File: config.mk
export PLATFORM = sky130hd
export DESIGN_NAME = param_median_wake
export DESIGN_NICKNAME = d
export VERILOG_FILES = /design/src/rtl/param_median_wake.sv
export SDC_FILE = /design/constraint.sdc
export NUM_CORES = 1
export LEC_CHECK = 0
export CAP_MARGIN = 20
export CORE_MARGIN = 2
export CORE_UTILIZATION = 54
export CTS_CLUSTER_DIAMETER = 100
export CTS_CLUSTER_SIZE = 24
export DETAILED_ROUTE_END_ITERATION = 12
export PLACE_DENSITY = 0.8
export SYNTH_ARGS = -nofsm -noshare
export SYNTH_HDL_FRONTEND = slang
export SYNTH_SLANG_ARGS = --single-unit
File: constraint.sdc
create_clock -name clk -period 2.6 [get_ports clk]
set_clock_uncertainty 0.05 [all_clocks]
set_input_delay 0.39 -clock clk [delete_from_list [all_inputs] [get_ports clk]]
set_output_delay 0.39 -clock clk [all_outputs]
set_load 0.05 [all_outputs]
File: src/rtl/param_median_wake.sv
// param_median_wake
//
// Scans a binary image held in an external pixel memory as non-overlapping
// WIN x WIN tiles. For each tile it reads every pixel, takes a majority vote
// (a tie votes 0), and writes that median bit to a tile-result memory. It
// counts the tiles whose median is 1. At the end of the frame it compares
// that count against a threshold latched at start and raises a sticky wake
// request when the count is strictly greater.
//
// Optional feature, macro PARAM_MEDIAN_WAKE_PERSIST_EN:
//   defined   - wakeUp needs PERSIST consecutive over-threshold frames
//   undefined - any single over-threshold frame sets wakeUp
//
// Ports
//   clk                   sole clock, rising edge
//   reset                 asynchronous, active-low reset
//   start                 frame-scan request, honoured only while idle
//   threshold             wake threshold, latched on an accepted start
//   wakeClear             clears wakeUp and the persistence count
//   dataIn                pixel read data, valid the cycle after readEn
//   readEn                pixel read strobe
//   xAddressOut/yAddressOut                    pixel read address (col, row)
//   writeMedianMem        one-cycle tile-result write strobe
//   xAddressOutMedianMem/yAddressOutMedianMem  tile coordinates of the write
//   writeMedianData       tile median bit
//   activeWindows         tiles with median 1 in the current/last frame
//   busy                  high whenever a scan is in progress
//   fullImageDone         one-cycle end-of-frame pulse
//   wakeUp                sticky wake request
module param_median_wake #(
    parameter int IMG_W   = 160,
    parameter int IMG_H   = 120,
    parameter int WIN     = 2,
    parameter int ADDR_W  = 8,
    parameter int CNT_W   = 13,
    parameter int PERSIST = 2
) (
    input  logic              clk,
    input  logic              reset,
    input  logic              start,
    input  logic [CNT_W-1:0]  threshold,
    input  logic              wakeClear,
    input  logic              dataIn,
    output logic              readEn,
    output logic [ADDR_W-1:0] xAddressOut,
    output logic [ADDR_W-1:0] yAddressOut,
    output logic              writeMedianMem,
    output logic [ADDR_W-1:0] xAddressOutMedianMem,
    output logic [ADDR_W-1:0] yAddressOutMedianMem,
    output logic              writeMedianData,
    output logic [CNT_W-1:0]  activeWindows,
    output logic              busy,
    output logic              fullImageDone,
    output logic              wakeUp
);

    localparam int TILES_X = IMG_W / WIN;
    localparam int TILES_Y = IMG_H / WIN;
    localparam int PIX     = WIN * WIN;
    localparam int ONES_W  = $clog2(PIX + 1);

    typedef enum logic [2:0] {IDLE, READ, DRAIN, WRITE, DONE} state_t;

    state_t              state;
    state_t              state_next;
    logic [ADDR_W-1:0]   off_x;
    logic [ADDR_W-1:0]   off_y;
    logic [ADDR_W-1:0]   tile_x;
    logic [ADDR_W-1:0]   tile_y;
    logic [ONES_W-1:0]   ones;
    logic                rd_pending;
    logic [CNT_W-1:0]    thr_q;
    logic [CNT_W-1:0]    active_q;
    logic                wake_q;
    logic                last_pix;
    logic                last_tile;
    logic                median;
    logic                hit;

    assign last_pix  = (off_x == ADDR_W'(WIN - 1)) && (off_y == ADDR_W'(WIN - 1));
    assign last_tile = (tile_x == ADDR_W'(TILES_X - 1)) && (tile_y == ADDR_W'(TILES_Y - 1));
    // Strict majority: exactly half the pixels set is a tie and votes 0.
    assign median    = (2 * int'(ones)) > PIX;
    assign hit       = active_q > thr_q;

    always_ff @(posedge clk or negedge reset) begin
        if (!reset) begin
            state <= IDLE;
        end else begin
            state <= state_next;
        end
    end

    always_comb begin
        state_next = state;
        case (state)
            IDLE:    if (start) state_next = READ;
            READ:    if (last_pix) state_next = DRAIN;
            DRAIN:   state_next = WRITE;
            WRITE:   state_next = last_tile ? DONE : READ;
            DONE:    state_next = IDLE;
            default: state_next = IDLE;
        endcase
    end

    always_comb begin
        readEn               = (state == READ);
        writeMedianMem       = (state == WRITE);
        busy                 = (state != IDLE);
        fullImageDone        = (state == DONE);
        xAddressOut          = '0;
        yAddressOut          = '0;
        xAddressOutMedianMem = '0;
        yAddressOutMedianMem = '0;
        writeMedianData      = 1'b0;
        if (readEn) begin
            xAddressOut = tile_x * ADDR_W'(WIN) + off_x;
            yAddressOut = tile_y * ADDR_W'(WIN) + off_y;
        end
        if (writeMedianMem) begin
            xAddressOutMedianMem = tile_x;
            yAddressOutMedianMem = tile_y;
            writeMedianData      = median;
        end
        activeWindows = active_q;
        wakeUp        = wake_q;
    end

    // Datapath. rd_pending marks the cycle in which the pixel requested one
    // cycle earlier is on dataIn; the first READ cycle of a tile has nothing
    // to capture and DRAIN captures the tile's final pixel.
    always_ff @(posedge clk or negedge reset) begin
        if (!reset) begin
            off_x      <= '0;
            off_y      <= '0;
            tile_x     <= '0;
            tile_y     <= '0;
            ones       <= '0;
            rd_pending <= 1'b0;
            thr_q      <= '0;
            active_q   <= '0;
        end else begin
            rd_pending <= (state == READ);
            case (state)
                IDLE: begin
                    if (start) begin
                        thr_q    <= threshold;
                        active_q <= '0;
                        tile_x   <= '0;
                        tile_y   <= '0;
                        off_x    <= '0;
                        off_y    <= '0;
                        ones     <= '0;
                    end
                end
                READ: begin
                    if (rd_pending && dataIn) ones <= ones + ONES_W'(1);
                    if (off_x == ADDR_W'(WIN - 1)) begin
                        off_x <= '0;
                        off_y <= (off_y == ADDR_W'(WIN - 1)) ? '0 : off_y + ADDR_W'(1);
                    end else begin
                        off_x <= off_x + ADDR_W'(1);
                    end
                end
                DRAIN: begin
                    if (rd_pending && dataIn) ones <= ones + ONES_W'(1);
                end
                WRITE: begin
                    if (median) active_q <= active_q + CNT_W'(1);
                    ones <= '0;
                    if (!last_tile) begin
                        if (tile_x == ADDR_W'(TILES_X - 1)) begin
                            tile_x <= '0;
                            tile_y <= tile_y + ADDR_W'(1);
                        end else begin
                            tile_x <= tile_x + ADDR_W'(1);
                        end
                    end
                end
                default: ;
            endcase
        end
    end

`ifdef PARAM_MEDIAN_WAKE_PERSIST_EN
    localparam int HITS_W = $clog2(PERSIST + 1);

    logic [HITS_W-1:0] hits;

    // Saturating run-length of consecutive over-threshold frames. A clear
    // request outranks a simultaneous end-of-frame evaluation.
    always_ff @(posedge clk or negedge reset) begin
        if (!reset) begin
            hits   <= '0;
            wake_q <= 1'b0;
        end else if (wakeClear) begin
            hits   <= '0;
            wake_q <= 1'b0;
        end else if (state == DONE) begin
            if (hit) begin
                if (int'(hits) < PERSIST) hits <= hits + HITS_W'(1);
                if (int'(hits) + 1 >= PERSIST) wake_q <= 1'b1;
            end else begin
                hits <= '0;
            end
        end
    end
`else
    // PERSIST only shapes the persistence counter, which this build omits.
    logic unused_persist;
    assign unused_persist = (PERSIST > 0);

    // A single over-threshold frame sets the sticky wake request; a clear
    // request outranks a simultaneous end-of-frame evaluation.
    always_ff @(posedge clk or negedge reset) begin
        if (!reset) begin
            wake_q <= 1'b0;
        end else if (wakeClear) begin
            wake_q <= 1'b0;
        end else if (state == DONE && hit) begin
            wake_q <= 1'b1;
        end
    end
`endif

endmodule

Word level (Yosys, flattened, before mapping)
Index checks and enable logic that the tools add are counted.
W data, S select, Z words.
{"block": "word_totals", "elab_cells": 83, "output_inout_bits": 51, "regBits": 66, "input_bits": 18}
{"block": "op_classes", "eq_ne": 15, "n_addsub": 8, "n_reduce_logical": 19, "order_cmp": 2, "muxes": 29}
{"operator": "$mux W8", "count": 12}
{"operator": "$pmux W8 S2", "count": 4}
{"operator": "$add A8 B1 Y8 const B", "count": 4}
{"operator": "$mux W13", "count": 2}
{"operator": "$pmux W13 S2", "count": 1}
{"operator": "$add A8 B8 Y8", "count": 2}
{"operator": "$eq A8 B1 Y1 const B", "count": 2}
{"operator": "$mux W3", "count": 5}
{"operator": "$add A13 B1 Y13 const B", "count": 1}
{"operator": "$gt A13 B13 Y1", "count": 1}
{"operator": "$pmux W3 S4", "count": 1}
{"operator": "$reduce_and A3 Y1", "count": 4}
{"operator": "$ne A2 B1 Y1 const B", "count": 5}
{"operator": "$pmux W3 S3", "count": 1}
{"operator": "$eq A8 B6 Y1 const B", "count": 1}
{"operator": "$eq A8 B7 Y1 const B", "count": 1}
{"operator": "$eq A3 B2 Y1 const B", "count": 2}
{"operator": "$reduce_and A2 Y1", "count": 3}
{"operator": "$reduce_bool A2 Y1", "count": 3}
{"operator": "$reduce_bool A3 Y1", "count": 2}
{"operator": "$gt A4 B3 Y1 const B", "count": 1}
{"operator": "$logic_and A1 B1 Y1", "count": 4}
{"operator": "$ne A2 B2 Y1 const B", "count": 2}
{"operator": "$reduce_and A4 Y1", "count": 1}
{"operator": "6 further kinds", "count": 8}

Depth between registers and ports, before layout
{"block": "depth", "ltp_word": 4, "mapped_depth": 9, "mapped_depth_nobuf": 8}

Least setup slack after synthesis
Ideal clock, no wire load.
{"block": "synth_path", "path_kind": "register to output", "startpoint": "register off_x[1]", "endpoint": "output xAddressOut[7]", "stages_incl_launch_ff": 8, "slack_ns": -0.368, "path_buffers": 0, "required_ns": 2.160, "t_arrival_ns": 2.528, "cell_sequence": "dfrtp_1 ha_1 inv_1 fa_1 nor2b_1 o31a_1 o21a_1 o31ai_1"}
{"block": "synth_via", "elab_chain_cells": 2}
{"element": "start, declared", "line_no": "66", "text": "logic [ADDR_W-1:0] off_x;"}
{"element": "start signal, assigned", "line_no": "162", "text": "off_x <= off_x + ADDR_W'(1);"}
{"element": "$add A8 B8 Y8", "line_no": "117", "text": "xAddressOut = tile_x * ADDR_W'(WIN) + off_x;"}
{"element": "$mux W8", "line_no": "116", "text": "if (readEn) begin"}
{"element": "end, declared", "line_no": "45", "text": "output logic [ADDR_W-1:0] xAddressOut,"}
Every way passes these cells.

Worst setup path in the final report
{"block": "layout_path", "startpoint": "register off_y[1]", "endpoint": "output yAddressOut[7]"}
{"block": "layout_via", "elab_chain_cells": 2}
{"element": "start, declared", "line_no": "67", "text": "logic [ADDR_W-1:0] off_y;"}
{"element": "start signal, assigned", "line_no": "160", "text": "off_y <= (off_y == ADDR_W'(WIN - 1)) ? '0 : off_y + ADDR_W'(1);"}
{"element": "$add A8 B8 Y8", "line_no": "118", "text": "yAddressOut = tile_y * ADDR_W'(WIN) + off_y;"}
{"element": "$mux W8", "line_no": "116"}
{"element": "end, declared", "line_no": "46", "text": "output logic [ADDR_W-1:0] yAddressOut,"}
Every way passes these cells.

==> flow_summary_export.csv <==
group,metric,value,unit
critical_path,crit_fanout,3,
floorplanning,io_pins,69,
timing,setup_slack,-29.88,ps
layout,area_growth,35.90,%
drt,post_drt_wl_per_cell,17.78,µm
cts,clk_path_buf_depth,2,
grt,grt_pass1_wl,20.29,mm
drt,num_vias,4146,
logic_synthesis,synth_edf_count,0,
logic_synthesis,ys.flop_type,"dfrtp_1",
critical_path,regToRegStartpoint,"off_x[1]",
floorplanning,initial_core_util,0.5571,
floorplanning,die_w,93.06,µm
cts,path_clk_slew,80,ps
logic_synthesis,async_flop_share,1.000,
power,ir_worst_vdd,0.3007,mV
cts,worstSkewPairLatency,350,ps
grt,grt_usage,0.2962,
timing,slew_headroom,0.5915,
logic_synthesis,yosysMostFrequentCell,"dfrtp_1",
critical_path,critPathMaxStageDelay,400,ps
grt,antenna_found_initial,0,
placed_design,dp_slack,146.8,ps
floorplanning,coreArea,7687,µm²
critical_path,cp.required,2160,ps
logic_synthesis,netlist_instances,486,
floorplanning,die_h,93.06,µm
logic_synthesis,ys_seq_elements,66,
logic_synthesis,synth.distinct_cells,54,
logic_synthesis,ys_warn_count,0,
critical_path,worstRegToRegCells,8,
flow_run,maxCapViolations,0,
timing,finalCriticalPeriod,2630,ps
timing,setup_viol,1,
placed_design,port_buffers,68,
cts,cts_tree,"yes",
grt,grt_max_degree,67,
timing,hold_slack,-23.51,ps
layout,nets,633,
timing,slew_violations,0,
drt,via_per_inst,6.044,
logic_synthesis,ys_top_cells_by_area,"dfrtp_1, ha_1, o21ai_0",
power,p_leak,2.590,nW
critical_path,endpoint_kind,"primary output",
drt,drt-total-wl,12.19,mm
cts,cts-root-buf,"clkbuf_8",
critical_path,worstPathArrival,2190,ps
grt,met1_usage,0.3935,
grt,met3_usage,0.05721,
cts,cts.sinks,66,
logic_synthesis,avgSynthCellArea,8.812,µm²
timing,tightest_slew,612.2,ps
drt,ant_nets,0,
critical_path,cp_cell_sequence,"ha_2 > inv_2 > fa_2 > nor2b_4 > o31a_1 > o21a_1 > o211ai_1 > o31ai_2 > buf_6",
power,power,2.439,mW
critical_path,startpoint,"off_y[1]",
cts,cts_hold_buf,0,
grt,grt.busiest_layer,"met2",
grt,grtUsageMet2,0.4771,
grt,grt_overflow,0,
floorplanning,die_area,8659,µm²
logic_synthesis,syn_nets,540,
logic_synthesis,yosys.area.top_type,"dfrtp_1",
drt,drc_errors,0,
cts,numCtsBuffers,9,
logic_synthesis,syn_area,4283,µm²
placed_design,gp_congestion,0.9077,
power,power_density,419.1,nW/µm²
layout,fin_cells,686,
critical_path,crit_path_start_kind,"register",
timing,rsz0062_at_grt,"true",
grt,grt_pass1_vias,4199,
placed_design,hpwl,8.475,mm
drt,drt_pass1_iterations,6,
placed_design,dp_cells,658,
status,status,"complete, but fails checks",
floorplanning,placement_rows,32,
logic_synthesis,ys_seq_area_frac,0.3856,
worst_hold_path,hold_path.class,"input port to asynchronous set/reset pin",
timing,max_freq,380.2,MHz
critical_path,path_class,"register to primary output",
timing,fin_crit_sh,1.011,
logic_synthesis,synthTopCellsByCount,"dfrtp_1, nand2_1, nor2_1, o21ai_0, ha_1",
timing,finalHoldViolCount,10,
timing,tns,-29.88,ps
logic_synthesis,synthDominantCellAreaShare,0.3856,
layout,fin_util,0.7572,
critical_path,crit_slowest_cell,"dfrtp_1",
cts,cts-htree-levels,3,
status,violations,"negative hold slack, negative setup slack",
drt,drt_iter0_drc,285,
layout,n_antenna_cell,0,
layout,drive_above_1_share,0.2038,
## where the power goes
group | leakage (nW) | switching [mW] | internal (mW)
Clock | 0.114 | 0.440 | 0.548
Combinational | 1.73 | 0.184 | 0.148
Sequential | 0.746 | 0.0487 | 1.07
## final cells by class
| cell class | instances | area [µm²] |
|---|---|---|
| clock buffer | 9 | 123.9 |
| clock inverter | 7 | 100.1 |
| fill | 547 | 1867 |
| inverter | 29 | 108.9 |
| multi-input combinational | 377 | 2556 |
| sequential | 66 | 1662 |
| tap | 102 | 127.6 |
| timing repair buffer | 96 | 1142 |
## stage by stage
step           area [µm²]  hold slack, ps
2_1_floorplan        4319           44.41
3_3_place_gp         5418           382.2
3_5_place_dp         5418           380.1
4_1_cts              5806           8.021
5_1_grt              5821           13.98
6_report             5821          -23.51
## worst paths after layout
| check | end | slack (ps) |
|---|---|---|
| worst min register to register | thr_q[0] | 480 |
| max in group asynchronous | off_y[3] | 2180 |
| min in group clk | thr_q[0] | 480 |
| worst max register to register | off_y[6] | 260 |
| worst max-delay path | yAddressOut[7] | -30 |
| worst min-delay path | off_x[7] | -20 |
## cells by family after synthesis
| group | share of synthesized area |
|---|---|
| DFF | 0.3856 |
| muxes | 0.007595 |
| and+or+nand+nor | 0.2717 |
| buffers and inverters | 0.03914 |
| adders and majority gates | 0.1087 |
| AOI/OAI and AO/OA | 0.1464 |
| xor gates and xnor gates | 0.04090 |
## routing by layer
layer  routed length, µm  share of wire
met5                   0              0
met4                 361          0.030
met3                 865          0.071
met2                5885           0.48
met1                5082           0.42
## worst max-delay path: cells and delay by family, from the launching register on
family | cells | cell delay, ps
AO/OA/AOI/OAI | 4 | 760
flip-flops | 1 | 400
buffers and inverters | 2 | 210
adder cells (fa/ha/maj) | 2 | 420
AND/OR/NAND/NOR | 1 | 50
## sequential cells by signal (all words and copies together) (netlist names)
signal,count
off_x,8
rd_pending,1
state,3
off_y,8
tile_y,8
wakeUp,1
tile_x,8
thr_q,13
ones,3
activeWindows,13
## placed cells by master (no fill, tap or decap), types with 19 or more instances in the layout
cell type,Yosys,final
buf_12,0,25
buf_4,0,34
dfrtp_1,66,58
o21ai_0,45,45
clkdlybuf4s50_1,0,31
ha_1,34,28
and2_1,19,19
inv_1,28,27
nor2_1,45,44
nand2_1,46,46
nand3_1,30,30
## timing repair
item,in CTS,in global routing
pin swaps,1,0
setup buffers,12,0
endpoints found under the setup margin,5,4
gates resized for setup,20,9
endpoints found under the hold margin,0,0
Power figures use the tool's default switching activity.
